--- config.mk ---
export PLATFORM = sky130hd
export DESIGN_NAME = pipeline_controller_flat
export DESIGN_NICKNAME = d
export VERILOG_FILES = /design/src/rtl/cpu_types_pkg.sv /design/src/rtl/pipeline_controller_if.sv /design/src/rtl/hazard_detect.sv /design/src/rtl/pipeline_controller.sv /design/src/flat_wrapper.sv
export SDC_FILE = /design/constraint.sdc
export NUM_CORES = 1
export LEC_CHECK = 0
export CORE_MARGIN = 2
export CORE_UTILIZATION = 45
export DETAILED_ROUTE_END_ITERATION = 12
export PLACE_DENSITY_LB_ADDON = 0.3
export SLEW_MARGIN = 15
export SYNTH_ARGS = -nofsm -noshare
export SYNTH_HDL_FRONTEND = slang
export SYNTH_SLANG_ARGS = --single-unit
--- constraint.sdc ---
create_clock -name CLK -period 5.6 [get_ports CLK]
set_clock_uncertainty 0.05 [all_clocks]
set_input_delay 1.12 -clock CLK [delete_from_list [all_inputs] [get_ports CLK]]
set_output_delay 1.12 -clock CLK [all_outputs]
set_load 0.01 [all_outputs]
--- src/rtl/cpu_types_pkg.sv ---
// cpu_types_pkg: opcodes, controller state, hazard classes and stage-control bundle
package cpu_types_pkg;
  localparam logic [5:0] OP_RTYPE = 6'h00;
  localparam logic [5:0] OP_J     = 6'h02;
  localparam logic [5:0] OP_JAL   = 6'h03;
  localparam logic [5:0] OP_BEQ   = 6'h04;
  localparam logic [5:0] OP_BNE   = 6'h05;
  localparam logic [5:0] OP_ADDI  = 6'h08;
  localparam logic [5:0] OP_LW    = 6'h23;
  localparam logic [5:0] OP_SW    = 6'h2b;
  localparam logic [5:0] OP_HALT  = 6'h3f;

  typedef enum logic [1:0] {S_RUN, S_HAZ, S_HALT} state_t;
  typedef enum logic [1:0] {HZ_NONE, HZ_STALL1, HZ_STALL2} haz_t;

  typedef struct packed {
    logic pc_en;
    logic ifde_en;
    logic deex_en;
    logic exmem_en;
    logic memwb_en;
    logic ifde_flush;
    logic deex_flush;
  } stage_ctrl_t;

  localparam stage_ctrl_t CTRL_RUN   = 7'b11111_00;
  localparam stage_ctrl_t CTRL_OFF   = 7'b00000_00;
  localparam stage_ctrl_t CTRL_STALL = 7'b00111_01;
  localparam stage_ctrl_t CTRL_MISS  = 7'b01111_10;
  localparam stage_ctrl_t CTRL_REDIR = 7'b11111_10;

  function automatic logic reads_rt(input logic [5:0] op);
    return op == OP_RTYPE || op == OP_BEQ || op == OP_BNE || op == OP_SW;
  endfunction
endpackage

--- src/rtl/pipeline_controller_if.sv ---
// pipeline_controller_if: controller <-> datapath signal bundle
// pc: controller view (hit/hazard inputs, enables/flushes/halt/counter outputs); dp: datapath view
interface pipeline_controller_if #(parameter int CNT_W = 32);
  logic ihit, dhit, mem_dREN, mem_dWEN, mem_halt;
  logic [31:0] dec_instr;
  logic ex_dREN, ex_rfWEN;
  logic [4:0] ex_dest, mem_dREN_dest;
  logic branch_taken, jump;
  logic pc_en, ifde_en, deex_en, exmem_en, memwb_en;
  logic ifde_flush, deex_flush, halt;
  logic [CNT_W-1:0] stall_cycles;
  modport pc (
    input ihit, dhit, mem_dREN, mem_dWEN, mem_halt, dec_instr, ex_dREN, ex_rfWEN, ex_dest,
          mem_dREN_dest, branch_taken, jump,
    output pc_en, ifde_en, deex_en, exmem_en, memwb_en, ifde_flush, deex_flush, halt, stall_cycles
  );
  modport dp (
    output ihit, dhit, mem_dREN, mem_dWEN, mem_halt, dec_instr, ex_dREN, ex_rfWEN, ex_dest,
           mem_dREN_dest, branch_taken, jump,
    input pc_en, ifde_en, deex_en, exmem_en, memwb_en, ifde_flush, deex_flush, halt, stall_cycles
  );
endinterface

--- src/rtl/hazard_detect.sv ---
// hazard_detect: classifies decode-stage RAW/branch dependencies as none, one or two stall cycles
// in: decode op/rs/rt, ex load/write/dest, mem load dest, in_haz; out: haz class
module hazard_detect import cpu_types_pkg::*; (
  input  logic [5:0] op,
  input  logic [4:0] rs,
  input  logic [4:0] rt,
  input  logic       ex_dREN,
  input  logic       ex_rfWEN,
  input  logic [4:0] ex_dest,
  input  logic [4:0] mem_dREN_dest,
  input  logic       in_haz,
  output haz_t       haz
);
  logic br, ex_use, mem_use;
  assign br = op == OP_BEQ || op == OP_BNE;
  assign ex_use = ex_dest != '0 && (ex_dest == rs || (reads_rt(op) && ex_dest == rt));
  assign mem_use = mem_dREN_dest != '0 && (mem_dREN_dest == rs || (reads_rt(op) && mem_dREN_dest == rt));
  // a branch waiting on an ex load needs the value from the load's wb, hence two bubbles
  assign haz = (ex_dREN && ex_use) ? (br ? HZ_STALL2 : HZ_STALL1) :
               (br && ((ex_rfWEN && ex_use) || (!in_haz && mem_use))) ? HZ_STALL1 : HZ_NONE;
endmodule

--- src/rtl/pipeline_controller.sv ---
// pipeline_controller: stage enables/flushes, halt and stall counter for a 5-stage pipeline
// CLK/nRST: clock and async active-low reset; bus (pc modport): hit/hazard inputs, control outputs
module pipeline_controller import cpu_types_pkg::*; #(
  parameter int CNT_W = 32
) (
  input logic CLK,
  input logic nRST,
  pipeline_controller_if.pc bus
);
  state_t state, nxt;
  haz_t hz;
  stage_ctrl_t c;
  logic dwait, unused_ok;
  logic [CNT_W-1:0] cnt;
  assign unused_ok = ^bus.dec_instr[15:0];
  assign dwait = (bus.mem_dREN || bus.mem_dWEN) && !bus.dhit;
  hazard_detect u_hd (
    .op(bus.dec_instr[31:26]),
    .rs(bus.dec_instr[25:21]),
    .rt(bus.dec_instr[20:16]),
    .ex_dREN(bus.ex_dREN),
    .ex_rfWEN(bus.ex_rfWEN),
    .ex_dest(bus.ex_dest),
    .mem_dREN_dest(bus.mem_dREN_dest),
    .in_haz(state == S_HAZ),
    .haz(hz)
  );
  always_comb begin
    c = CTRL_RUN;
    nxt = state;
    if (!nRST || state == S_HALT || dwait) c = CTRL_OFF;
    else begin
      if (state == S_HAZ || hz != HZ_NONE) c = CTRL_STALL;
      else if (!bus.ihit) c = CTRL_MISS;
      else if (bus.branch_taken || bus.jump) c = CTRL_REDIR;
      nxt = bus.mem_halt ? S_HALT : (state == S_RUN && hz == HZ_STALL2) ? S_HAZ : S_RUN;
    end
  end
  always_ff @(posedge CLK or negedge nRST)
    if (!nRST) begin
      state <= S_RUN;
      cnt <= '0;
    end else begin
      state <= nxt;
      if (state != S_HALT && !c.pc_en && !(&cnt)) cnt <= cnt + CNT_W'(1);
    end
  assign bus.pc_en = c.pc_en;
  assign bus.ifde_en = c.ifde_en;
  assign bus.deex_en = c.deex_en;
  assign bus.exmem_en = c.exmem_en;
  assign bus.memwb_en = c.memwb_en;
  assign bus.ifde_flush = c.ifde_flush;
  assign bus.deex_flush = c.deex_flush;
  assign bus.halt = state == S_HALT;
  assign bus.stall_cycles = cnt;
endmodule

--- src/flat_wrapper.sv ---
// flat-port wrapper written by rule: the top's interface ports become plain ports
module pipeline_controller_flat import cpu_types_pkg::*;
#(
  parameter int CNT_W = 32
)
  (CLK, nRST, bus_ihit, bus_dhit, bus_mem_dREN, bus_mem_dWEN, bus_mem_halt, bus_dec_instr, bus_ex_dREN, bus_ex_rfWEN, bus_ex_dest, bus_mem_dREN_dest, bus_branch_taken, bus_jump, bus_pc_en, bus_ifde_en, bus_deex_en, bus_exmem_en, bus_memwb_en, bus_ifde_flush, bus_deex_flush, bus_halt, bus_stall_cycles);
  pipeline_controller_if #(.CNT_W(CNT_W)) bus_i ();
  input logic CLK;
  input logic nRST;
  input wire logic [$bits(bus_i.ihit)-1:0] bus_ihit;
  input wire logic [$bits(bus_i.dhit)-1:0] bus_dhit;
  input wire logic [$bits(bus_i.mem_dREN)-1:0] bus_mem_dREN;
  input wire logic [$bits(bus_i.mem_dWEN)-1:0] bus_mem_dWEN;
  input wire logic [$bits(bus_i.mem_halt)-1:0] bus_mem_halt;
  input wire logic [$bits(bus_i.dec_instr)-1:0] bus_dec_instr;
  input wire logic [$bits(bus_i.ex_dREN)-1:0] bus_ex_dREN;
  input wire logic [$bits(bus_i.ex_rfWEN)-1:0] bus_ex_rfWEN;
  input wire logic [$bits(bus_i.ex_dest)-1:0] bus_ex_dest;
  input wire logic [$bits(bus_i.mem_dREN_dest)-1:0] bus_mem_dREN_dest;
  input wire logic [$bits(bus_i.branch_taken)-1:0] bus_branch_taken;
  input wire logic [$bits(bus_i.jump)-1:0] bus_jump;
  output wire logic [$bits(bus_i.pc_en)-1:0] bus_pc_en;
  output wire logic [$bits(bus_i.ifde_en)-1:0] bus_ifde_en;
  output wire logic [$bits(bus_i.deex_en)-1:0] bus_deex_en;
  output wire logic [$bits(bus_i.exmem_en)-1:0] bus_exmem_en;
  output wire logic [$bits(bus_i.memwb_en)-1:0] bus_memwb_en;
  output wire logic [$bits(bus_i.ifde_flush)-1:0] bus_ifde_flush;
  output wire logic [$bits(bus_i.deex_flush)-1:0] bus_deex_flush;
  output wire logic [$bits(bus_i.halt)-1:0] bus_halt;
  output wire logic [$bits(bus_i.stall_cycles)-1:0] bus_stall_cycles;
  assign bus_i.ihit = bus_ihit;
  assign bus_i.dhit = bus_dhit;
  assign bus_i.mem_dREN = bus_mem_dREN;
  assign bus_i.mem_dWEN = bus_mem_dWEN;
  assign bus_i.mem_halt = bus_mem_halt;
  assign bus_i.dec_instr = bus_dec_instr;
  assign bus_i.ex_dREN = bus_ex_dREN;
  assign bus_i.ex_rfWEN = bus_ex_rfWEN;
  assign bus_i.ex_dest = bus_ex_dest;
  assign bus_i.mem_dREN_dest = bus_mem_dREN_dest;
  assign bus_i.branch_taken = bus_branch_taken;
  assign bus_i.jump = bus_jump;
  assign bus_pc_en = bus_i.pc_en;
  assign bus_ifde_en = bus_i.ifde_en;
  assign bus_deex_en = bus_i.deex_en;
  assign bus_exmem_en = bus_i.exmem_en;
  assign bus_memwb_en = bus_i.memwb_en;
  assign bus_ifde_flush = bus_i.ifde_flush;
  assign bus_deex_flush = bus_i.deex_flush;
  assign bus_halt = bus_i.halt;
  assign bus_stall_cycles = bus_i.stall_cycles;
  pipeline_controller #(.CNT_W(CNT_W)) u_core (.CLK(CLK), .nRST(nRST), .bus(bus_i));
endmodule
## After elaboration in Yosys (flattened, before gate mapping)

Index checks and enable logic that the tools add are counted.

- $add $sub $neg: 1
- Equal/unequal tests: 11
- Muxes and demuxes: 9
- Reduce and logical (&&, ||, !) cells: 35

Operators by type and width:

| kind | number |
|---|---|
| $add 32x1->32 const B | 1 |
| $reduce_and 32->1 | 1 |
| $mux 7 | 3 |
| $eq 5x5->1 | 4 |
| $eq 6x3->1 const B | 2 |
| $logic_and 1x1->1 | 12 |
| $logic_or 1x1->1 | 12 |
| $reduce_bool 5->1 | 2 |
| $mux 2 | 4 |
| $eq 6x6->1 const B | 1 |
| $logic_not 6->1 | 1 |
| $logic_not 1->1 | 5 |
| $eq 2x2->1 const B | 2 |
| $eq 2x1->1 const B | 1 |
| $logic_not 2->1 | 1 |
| $mux 1 | 2 |
| $ne 2x2->1 const B | 1 |
| $reduce_bool 2->1 | 1 |

- Flip-flop bits (word level): 34
- Bits of input ports: 53
- Output and inout bits: 40
- Logic and storage cells: 58

## Depth between registers and ports, before layout

Gate-level depths: netlist of the first run.

- Word-level depth: 19
- Gate-level depth with buffers: 9
- Mapped depth without buffers: 8

## Modules after synthesis

Synthesis of the first run repeated with hierarchy kept, for this count alone.

- Cells, all modules: 230
- Area total of the unflattened synthesis: 2,293.4 sq um

Modules (own cells, without submodules):

| module | times used | cells each | area an instance (sq um) |
|---|---|---|---|
| pipeline_controller | 1 | 182 | 1,920.6 |
| hazard_detect | 1 | 48 | 372.9 |

## Least setup slack after synthesis of the first run

No wires, ideal clock.

- Path kind: input port to output port
- From: input bus_dec_instr[27]
- To: output bus_pc_en
- Arrival time: 2.533 ns
- Slack: 1.897 ns
- Cell stages on the path: 6
- Buffers on the path: 0
- Cells stage by stage: or3_1 or3b_4 nor2_1 o22ai_1 and3_1 and2_1

- Cells in the longest elaborated chain, start to end: 16
- Elaborated cells between the ends (all ways): 26
- Classes of those cells: eq/ne: 3; mux: 5; reduce/logical: 18

RTL lines:

| element | line | source |
|---|---|---|
| start, declared | flat_wrapper.sv:15 | `input wire logic [$bits(bus_i.dec_instr)-1:0] bus_dec_instr;` |
| $eq 6x3->1 or $logic_not 6->1 (tied branches) | cpu_types_pkg.sv:33, hazard_detect.sv:15 |  |
| $logic_or 1x1->1 (3 in series) | cpu_types_pkg.sv:33 | `return op == OP_RTYPE \|\| op == OP_BEQ \|\| op == OP_BNE \|\| op == OP_SW;` |
| $logic_and 1x1->1, on equally long branches | hazard_detect.sv:16, hazard_detect.sv:17 |  |
| $logic_or 1x1->1, on equally long branches | hazard_detect.sv:16, hazard_detect.sv:17 |  |
| $logic_and 1x1->1, on equally long branches | hazard_detect.sv:16, hazard_detect.sv:17 |  |
| $logic_and 1x1->1 | hazard_detect.sv:20 | `(br && ((ex_rfWEN && ex_use) \|\| (!in_haz && mem_use))) ? HZ_STALL1 : HZ_NONE;` |
| $logic_or 1x1->1 | hazard_detect.sv:20 |  |
| $logic_and 1x1->1 | hazard_detect.sv:20 |  |
| $mux 1 | hazard_detect.sv:20 |  |
| $mux 2 (*) | hazard_detect.sv:19 | `assign haz = (ex_dREN && ex_use) ? (br ? HZ_STALL2 : HZ_STALL1) :` |
| $reduce_bool 2->1 (*) | pipeline_controller.sv:33 | `if (state == S_HAZ \|\| hz != HZ_NONE) c = CTRL_STALL;` |
| $logic_or 1x1->1 (*) | pipeline_controller.sv:33 |  |
| $mux 7 (*) | pipeline_controller.sv:33 |  |
| $mux 7 (*) | pipeline_controller.sv:31 | `if (!nRST \|\| state == S_HALT \|\| dwait) c = CTRL_OFF;` |
| end, declared | flat_wrapper.sv:22 | `output wire logic [$bits(bus_i.pc_en)-1:0] bus_pc_en;` |

Every way passes the cells marked *; elsewhere a longest branch is shown, timed or not.

## Worst setup path in the final report of the first run

Ends and elaborated chain as after synthesis.

==> results of run 1 <==
==> cell type report <==
type                    count  share of cell area (%)
clock buffers               5                    2.33
clock inverters             3                    2.33
inverters                   5                   0.635
multi-input cells         162                    37.7
flip-flops and latches     34                    28.8
well taps                  52                    2.20
repair buffers             77                    26.0
==> logic make-up (layout without fill, tap and decap cells) <==
kind of cell | count (synthesis) | after routing
AOI/OAI and AO/OA | 13 | 13
xor gates and xnor gates | 51 | 51
and+or+nand+nor | 95 | 95
muxes | 2 | 2
buffers and inverters | 14 | 90
DFF | 34 | 34
adders and majority gates | 1 | 1
==> synth_stat cells (all sizes together), types with 2 or more instances <==
cell type | count | share of area (%)
nand4 | 15 | 4.6
and3 | 16 | 4.9
o21ai | 3 | 0.73
nand3 | 15 | 3.7
dfrtp | 34 | 42
nor3 | 4 | 0.98
xor2 | 9 | 3.9
inv | 5 | 0.92
and4 | 5 | 2.1
o22ai | 2 | 0.61
clkbuf | 4 | 0.73
nor2 | 11 | 2.0
buf | 5 | 2.2
a21oi | 3 | 1.5
nor2b | 2 | 0.61
xnor2 | 42 | 18
nand2 | 14 | 2.6
and2 | 7 | 2.1
==> worst paths after layout <==
check	to	depth (start not counted)	slack, ns
worst max-delay path	bus_pc_en	8	0.99
worst min register to register	u_core.bus.stall_cycles[24]$_DFFE_PN0P_	1	0.44
worst max register to register	u_core.bus.stall_cycles[1]$_DFFE_PN0P_	7	3.08
max in group asynchronous	u_core.bus.stall_cycles[17]$_DFFE_PN0P_	2	3.94
worst min-delay path	u_core.bus.stall_cycles[24]$_DFFE_PN0P_	1	0.44
min in group asynchronous	u_core.bus.stall_cycles[13]$_DFFE_PN0P_	2	1.25
==> power groups by stage <==
stage	sequential [µW]	combinational, µW	clock (µW)
after global placement	287	116	0
after detailed placement	287	118	0
final	282	117	272
after CTS	282	119	276
after floorplan	291	36.5	0
after global routing	286	129	291
==> stage by stage <==
step           setup slack [ns]  area, µm²  hold WS (ns)  total power [µW]  utilization (%)
2_1_floorplan              1.90       2040         0.430               327                -
6_report                  0.987       2960         0.445               671             67.9
4_1_cts                   0.981       2960         0.452               677             67.9
5_1_grt                   0.866       2960         0.473               706             67.9
3_5_place_dp              0.980       2820         0.440               405             64.7
3_3_place_gp               1.00       2820         0.428               402             64.7
==> state kept, by name, summed over array words and instances (netlist names) <==
register	count
u_core.bus.stall_cycles	32
u_core.state	2
==> per-layer routing <==
layer	vias up	track usage, %	part of all wire [%]	routed length, µm
met4	0	6.29	1.5	70
met5	-	0	0	0
met2	50	34.6	49	2360
met1	838	24.1	44	2090
li1	881	-	-	-
met3	6	5.06	5.3	253
==> reports/summary.txt, run 1 <==
Outcome: completed
Largest family of logic cells by synthesized area: simple AND/OR/NAND/NOR gates
Mux cell area share after synthesis: 1.04%
Crit-path max FO: 3
Cts hold-fix bufs: 0
GR Util All Layers: 19.9%
Final setup violation count: 0
Gate Count Post-Synth: 210
Synth Area in Adders: 0.612%
Static leakage: 0.00118 µW
Predominant post-synthesis flop cell: dfrtp_1
Critical path type: in -> out
Synthesized net count: 264
Syn_area_per_cell: 9.74 µm²
XOR/XNOR Fraction of Synth Area: 21.8%
Post-DP HPWL: 3610 µm
Worst Setup SP: bus_dec_instr[27]
Die area: 5100 µm²
Most frequent cells in the layout: clkdlybuf4s50_1 (76), xnor2_1 (42), dfrtp_1 (34)
Largest net degree at the start of global routing: 35
Hold_sp: u_core.bus.stall_cycles[24]$_DFFE_PN0P_
Ports: 93
Global-route wire length before repair: 8020 µm
Switch Pwr: 159 µW
Register area share after synthesis: 41.6%
Max Slew Vio Count: 0
Final ANT Viol Nets: 0
Max-slew headroom: 45.2%
CP peak stage delay: 0.48 ns
Post-synth ARST share: 100%
Wirelength per Cell: 14.1 µm
Clock power frac: 40.6%
Drt first pass iters: 4
Die boundary height: 71.4 µm
Share of total power in combinational logic: 17.4%
ANT cells: 0
Routability cong.: 0.774
Die W: 71.4 µm
Crit path max-delay family: simple AND/OR/NAND/NOR gates
Crit path DAT: 3.44 ns
Layout Cells excl Fill: 338
Vias in the first global route: 1,739
Placed Cells: 330
CTS tree: built
Synth Area in Simple Gates: 25.9%
Worst Setup End Kind: primary output
Synth Area in Compound Gates: 5.08%
Int Pwr: 512 µW
Total gr overflow: 0
Crit-path cells: clkdlybuf4s50_1 -> or3_1 -> or3b_4 -> nor2_1 -> o22ai_1 -> and3_1 -> and2_1 -> clkdlybuf4s50_1
Hold Vio Cnt, Final: 0
Netlist cell types: 35
Max_cap viols: 0
Post-CTS Setup Bufs: 0
RSZ-0062 raised after global routing: no
Initial antenna violation count: 0
Ys Warns: 0
Register area: 851 µm²
Final setup TNS: 0 ns
Mapped cell area: 2040 µm²
Iter 0 DRT Violations: 101
Commonest non-fill, non-tap cell in the layout: clkdlybuf4s50_1
Required time of the worst setup path: 4.43 ns
CTS Sinks: 34
Slew at the pin closest to its max-slew limit: 0.821 ns
Pwr per Cell Area: 227 nW/µm²
Layout cells sized above 1: 5.24%
Post-CTS Resized: 0
Max Freq: 217 MHz
Starting Density: 47.0%
Share of power burned in registers: 42.0%
Area taken by multi-input logic gates: 1110 µm²
Root Buffer: clkbuf_8
FP Rows: 24
Vias after detailed routing: 1,775
PortBufs: 76
Crit-path most repeated cell: clkdlybuf4s50_1
Cts bufs inserted: 5
Reg clk slew, reported paths: 0.08 ns
Skew-Pair Late Insertion Delay: 0.29 ns
Mean number of vias per cell: 5.25
CP Buf/Inv Count: 2
Final Cycle Share: 82.4%
Max Buffers Root-to-Sink: 2
Net Sw Frac: 23.7%
VDD IR-drop max: 0.163 mV
Setup crit start kind: input pin
Slowest stage cell, crit path: clkdlybuf4s50_1
# fillers: 349
Synth Register Bits: 34
Worst min path class: reg -> reg
Layout Nets: 339
H-tree depth: 2
Critical register-to-register path startpoint: u_core.bus.stall_cycles[0]$_DFFE_PN0P_
DRC viols: 0
Layout area overhead: 44.6%
Core Area: 4350 µm²
Period minus WS final: 4.61 ns
Post-synth EDFFs: 0
Final WL: 4780 µm
(Power assumes the default switching activity.)
==> run 2: changes to the inputs <==
CORE_UTILIZATION = 38   (was 45)
clock period = 3.81 ns   (was 5.6 ns; I/O delays follow)
==> run 2 against run 1 <==
Effect of this change: cell count is 6.5% higher; worst hold slack worse by 0.0017 ns; non-clock buffer count is 4 higher; highest routed layer unchanged.
==> reports/summary.txt, run 2 (synthesis gave the netlist of run 1 again) <==
Max_cap viols: 0 (unchanged)
DRC viols: 0 (unchanged)
CTS Sinks: 34 (unchanged)
Wirelength per Cell: 13.6 µm (-4.1%)
Static leakage: 0.00125 µW (+5.8%)
Reg clk slew, reported paths: 0.06 ns (-0.02 ns)
Max-slew headroom: 55.0% (+9.9 points)
H-tree depth: 2 (unchanged)
Core Area: 5140 µm² (+18%)
Slowest stage cell, crit path: clkdlybuf4s50_1
Critical path type: in -> out
GRT met3 Usage: 6.05% (+0.98 points)
Vias in the first global route: 1,834 (+5.5%)
Routability cong.: 0.790 (+2.1%)
PortBufs: 76 (unchanged)
Placed cell areas: 2870 µm² (+1.9%)
Mean number of vias per cell: 5.07 (-3.4%)
Post-CTS Setup Bufs: 0 (unchanged)
Crit path DAT: 2.84 ns (-0.60 ns)
Starting Density: 39.8% (-7.2 points)
Crit-path max FO: 3 (unchanged)
WHS: 0.443 ns (-0.00168 ns)
Required time of the worst setup path: 3.00 ns (-1.43 ns)
Initial antenna violation count: 0 (unchanged)
Ports: 93 (unchanged)
FP Rows: 26 (+8.3%)
Largest net degree at the start of global routing: 35 (unchanged)
Crit path max-delay family: simple AND/OR/NAND/NOR gates
Die W: 77.4 µm (+8.3%)
Max Slew Vio Count: 0 (unchanged)
Period minus WS final: 3.65 ns
Reg2Reg Setup Slack: 1.35 ns (-1.73 ns)
Commonest non-fill, non-tap cell in the layout: clkdlybuf4s50_1
Cts hold-fix bufs: 0 (unchanged)
Cts bufs inserted: 5 (unchanged)
Pwr per Cell Area: 290 nW/µm² (+28%)
Drt first pass iters: 4 (unchanged)
Global-route wire length before repair: 8460 µm (+5.4%)
Die boundary height: 77.4 µm (+8.3%)
Max reg flops: 32 (unchanged)
Max Buffers Root-to-Sink: 2 (unchanged)
Met2 Usage GRT: 29.0% (-5.6 points)
Layout Nets: 343 (+1.2%)
GR Util All Layers: 17.5% (-2.3 points)
Layout area overhead: 45.6%
Met1 usage: 21.3% (-2.7 points)
Placed Cells: 352 (+6.7%)
Final WL: 4880 µm (+2.2%)
Final Cycle Share: 95.9%
Layout cells sized above 1: 6.90% (+1.7 points)
Crit-path cells: clkdlybuf4s50_1 -> or3_1 -> or3b_4 -> a21oi_2 -> a21oi_1 -> and3_1 -> and2_1 -> dlygate4sd2_1
Hold Vio Cnt, Final: 0 (unchanged)
Design Power: 863 µW (+29%)
CP Buf/Inv Count: 2 (unchanged)
CTS tree: built
Die area: 5980 µm² (+17%)
Post-DP HPWL: 3680 µm (+2.0%)
Vias after detailed routing: 1,826 (+2.9%)
RSZ-0062 raised after global routing: no
Final setup violation count: 0 (unchanged)
Max Freq: 274 MHz
Fin area: 2980 µm² (+0.72%)
Outcome: completed
Worst min path class: reg -> reg
Root Buffer: clkbuf_8
CP peak stage delay: 0.42 ns (-0.06 ns)
Total gr overflow: 0 (unchanged)
Layout Cells excl Fill: 360 (+6.5%)
Iter 0 DRT Violations: 159 (+57%)
ANT cells: 0 (unchanged)
VDD IR-drop max: 0.216 mV (+33%)
Slew at the pin closest to its max-slew limit: 0.673 ns (-0.148 ns)
Skew-Pair Late Insertion Delay: 0.28 ns (about the same)
GRT Max-Usage Layer: met2
Worst Setup End Kind: primary output
Most frequent cells in the layout: clkdlybuf4s50_1 (72), xnor2_1 (42), dfrtp_1 (34)
Setup crit start kind: input pin
Final ANT Viol Nets: 0 (unchanged)
==> run 2: cell types whose count changed in the layout (fill, tap and decap cells not counted) <==
| cell | before | now |
|---|---|---|
| buf_4 | 1 | 5 |
| bufinv_16 | 2 | 0 |
| clkbuf_1 | 0 | 1 |
| clkbuf_8 | 5 | 6 |
| clkdlybuf4s50_1 | 76 | 72 |
| clkinv_2 | 0 | 1 |
| clkinv_4 | 1 | 0 |
| dlygate4sd2_1 | 0 | 1 |
| dlymetal6s2s_1 | 0 | 3 |
| nor2_1 | 11 | 10 |
| nor2_2 | 0 | 1 |
| o22ai_1 | 2 | 1 |
| o22ai_2 | 0 | 1 |
==> run 2: layout make-up <==
type	instances	area, µm²
Timing Repair Buffer	81	805
Fill cell	480	2160
Inverter	5	18.8
Clock inverter	1	5.00
Clock buffer	7	86.3
Sequential cell	34	851
Tap cell	70	87.6
Multi-Input combinational cell	162	1120
==> run 2: metrics by stage <==
step | worst slack [ns] | TNS [ns] | util, %
finish | 0.157 | 0 | 57.9
global route | 0.0243 | 0 | 57.9
floorplan | 0.823 | 0 | -
CTS | 0.00331 | 0 | 57.6
global placement | -0.0230 | -0.0230 | 55.8
detailed placement | -0.0468 | -0.0468 | 55.8
==> run 2: power by group <==
group | switching (µW) | internal, µW | total, µW
sequential | 31.1 | 384 | 415
clock | 129 | 146 | 275
combinational | 64.9 | 109 | 174
==> run 2: worst reg2reg max path, stage by stage, from the launching register on <==
cell and delay (ns):
dfrtp_1 0.45, and4_1 0.28, nand4_1 0.18, or4_1 0.58, o21bai_2 0.21, a21oi_4 0.04, buf_4 0.26, mux2_2 0.30
==> run 2: per-layer routing <==
metal  vias to the layer above  wire length [µm]
li1                        887                 -
met1                       870              2060
met2                        67              2430
met3                         2               354
met4                         0                37
met5                         -                 0
==> run 2: final timing paths <==
kind / from / to / depth (start not counted)
max reg2reg: u_core.bus.stall_cycles[16]$_DFFE_PN0P_ / u_core.bus.stall_cycles[1]$_DFFE_PN0P_ / 7
max: bus_dec_instr[27] / bus_pc_en / 8
min reg2reg: u_core.bus.stall_cycles[15]$_DFFE_PN0P_ / u_core.bus.stall_cycles[15]$_DFFE_PN0P_ / 1
max in group asynchronous: nRST / u_core.bus.stall_cycles[1]$_DFFE_PN0P_ / 2
min in group asynchronous: nRST / u_core.bus.stall_cycles[9]$_DFFE_PN0P_ / 2
min: u_core.bus.stall_cycles[15]$_DFFE_PN0P_ / u_core.bus.stall_cycles[15]$_DFFE_PN0P_ / 1
==> run 2: what timing repair did <==
item                       in CTS  in global routing
setup endpoints to repair       1                  3
resized for setup               1                  5
pin swaps                       0                  0
gates cloned                    0                  0
==> run 3: changes to the inputs <==
HOLD_SLACK_MARGIN = 0.06   (was not set)
REMOVE_ABC_BUFFERS = 1   (was not set)
==> run 3 against run 2 <==
Effect of this change: critical path depth stayed put; combinational power hardly changed; cell count is 0.28% lower; register-to-register slack better by 0.14 ns; design area is 0.55% higher.
==> reports/summary.txt, run 3 (synthesis gave the netlist of run 1 again) <==
Clock power frac: 36.1% (+4.3 points)
Iter 0 DRT Violations: 75 (-53%)
Static leakage: 0.00124 µW (-0.83%)
Max_cap viols: 0 (unchanged)
Final Cycle Share: 96.8% (+0.91 points)
PortBufs: 76 (unchanged)
Worst reg-to-reg path cell count: 7 (unchanged)
Crit-path max FO: 3 (unchanged)
DRC viols: 0 (unchanged)
Vias after detailed routing: 1,802 (-1.3%)
Reg clk slew, reported paths: 0.07 ns (about the same)
Hold_sp: u_core.bus.stall_cycles[30]$_DFFE_PN0P_
ANT cells: 0 (unchanged)
Int Pwr: 701 µW (+9.8%)
Ports: 93 (unchanged)
RR Endpoint: u_core.bus.stall_cycles[1]$_DFFE_PN0P_
Layout cells sized above 1: 6.57% (-0.32 points)
Max Freq: 271 MHz (-0.94%)
GR Util All Layers: 17.6% (about the same)
Skew-Pair Late Insertion Delay: 0.28 ns (about the same)
Layout area overhead: 46.4%
Outcome: completed
Hold endpoint: u_core.bus.stall_cycles[30]$_DFFE_PN0P_
Crit path DAT: 2.88 ns (+0.04 ns)
FP Rows: 26 (unchanged)
Net Sw Frac: 23.9% (-2.2 points)
Area taken by multi-input logic gates: 1110 µm² (-0.78%)
# fillers: 495 (+3.1%)
Routability cong.: 0.795 (+0.58%)
Starting Density: 39.8% (unchanged)
VDD IR-drop max: 0.250 mV (+16%)
Worst Setup End Kind: primary output
Final core utilization: 58.2% (+0.32 points)
Die boundary height: 77.4 µm (unchanged)
CTS Sinks: 34 (unchanged)
Mean number of vias per cell: 5.02 (-1.0%)
Total gr overflow: 0 (unchanged)
RSZ-0062 raised after global routing: no
Cts bufs inserted: 5 (unchanged)
Period minus WS final: 3.69 ns (+0.0345 ns)
WHS Path Cells: 1 (unchanged)
Register area: 851 µm² (unchanged)
Max Slew Vio Count: 0 (unchanged)
Commonest non-fill, non-tap cell in the layout: clkdlybuf4s50_1
WHS: 0.442 ns (-0.000737 ns)
Drt first pass iters: 4 (unchanged)
Slew at the pin closest to its max-slew limit: 0.600 ns (-0.0724 ns)
Reg2Reg Setup Slack: 1.49 ns (+0.14 ns)
Share of power burned in registers: 45.0% (-3.1 points)
Global-route wire length before repair: 8490 µm (+0.33%)
Layout Cells excl Fill: 359 (-0.28%)
Critical register-to-register path startpoint: u_core.bus.stall_cycles[16]$_DFFE_PN0P_
Root Buffer: clkbuf_8
Required time of the worst setup path: 3.00 ns (about the same)
CTS tree: built
Worst min path class: reg -> reg
Pwr per Cell Area: 307 nW/µm² (+6.0%)
Final setup TNS: 0 ns (unchanged)
Setup crit start kind: input pin
Share of total power in combinational logic: 18.8% (-1.3 points)
Initial antenna violation count: 0 (unchanged)
Core Area: 5140 µm² (unchanged)
Max Buffers Root-to-Sink: 2 (unchanged)
Switch Pwr: 220 µW (-2.4%)
Post-DP HPWL: 3780 µm (+2.6%)
Layout Nets: 343 (unchanged)
Die W: 77.4 µm (unchanged)
Final WL: 5120 µm (+5.0%)
Placed Cells: 352 (unchanged)
Largest net degree at the start of global routing: 35 (unchanged)
Hold Vio Cnt, Final: 0 (unchanged)
Wirelength per Cell: 14.3 µm (+5.3%)
Final ANT Viol Nets: 0 (unchanged)
Max-slew headroom: 59.9% (+4.8 points)
Final setup violation count: 0 (unchanged)
Most frequent cells in the layout: clkdlybuf4s50_1 (71), xnor2_1 (42), dfrtp_1 (34)
Critical path type: in -> out
Vias in the first global route: 1,729 (-5.7%)
H-tree depth: 2 (unchanged)
Max reg flops: 32 (unchanged)
Die area: 5980 µm² (unchanged)
run 3: metal layers:
layer,GRT usage (%),vias to the layer above,wire [µm]
li1,-,888,-
met1,24.4,847,2380
met2,26.8,62,2310
met3,5.23,5,391
met4,4.64,0,42
met5,0,-,0
run 3: through the flow:
stage          total power, µW  setup WS, ns  cell area, µm²
2_1_floorplan              481         0.823            1980
3_3_place_gp               593       -0.0245            2880
3_5_place_dp               596       -0.0501            2880
4_1_cts                    932        0.0448            2990
5_1_grt                    966        0.0189            2990
6_report                   920         0.123            2990
run 3: timing repair:
action | 4_1_cts | 5_1_grt
hold endpoints to repair | 0 | 0
setup endpoints to repair | 2 | 2
setup buffers | 0 | 0
resized for setup | 2 | 2
hold buffers | 0 | 0
pin swaps | 1 | 0
run 3: final cells by class:
type | count | area share [%]
clock inverters | 1 | 1.00
multi-input cells | 162 | 37.2
clock buffers | 6 | 2.76
flip-flops and latches | 34 | 28.4
inverters | 5 | 0.627
well taps | 70 | 2.93
repair buffers | 81 | 27.0
run 3: worst max-delay path by stage:
stage,end,slack (ns),start
2_1_floorplan,bus_pc_en,0.82,bus_dec_instr[27]
3_3_place_gp,bus_pc_en,-0.02,bus_dec_instr[27]
3_5_place_dp,bus_pc_en,-0.05,bus_dec_instr[27]
4_1_cts,bus_deex_flush,0.04,bus_dec_instr[27]
5_1_grt,bus_pc_en,0.02,bus_dec_instr[27]
6_report,bus_pc_en,0.12,bus_dec_instr[27]
run 3: power groups by stage:
stage | registers [µW] | logic (µW) | clock network (µW)
after floorplan | 428 | 53.6 | 0
after global placement | 420 | 173 | 0
after detailed placement | 421 | 175 | 0
after CTS | 414 | 176 | 342
after global routing | 419 | 190 | 358
final | 414 | 173 | 333
run 3: worst max-delay path, stage by stage:
cell and delay (ns):
clkdlybuf4s50_1 0.41, or3_1 0.40, or3b_4 0.41, nor2_1 0.10, o22ai_1 0.13, and3_1 0.23
and2_1 0.15, dlygate4sd2_1 0.27
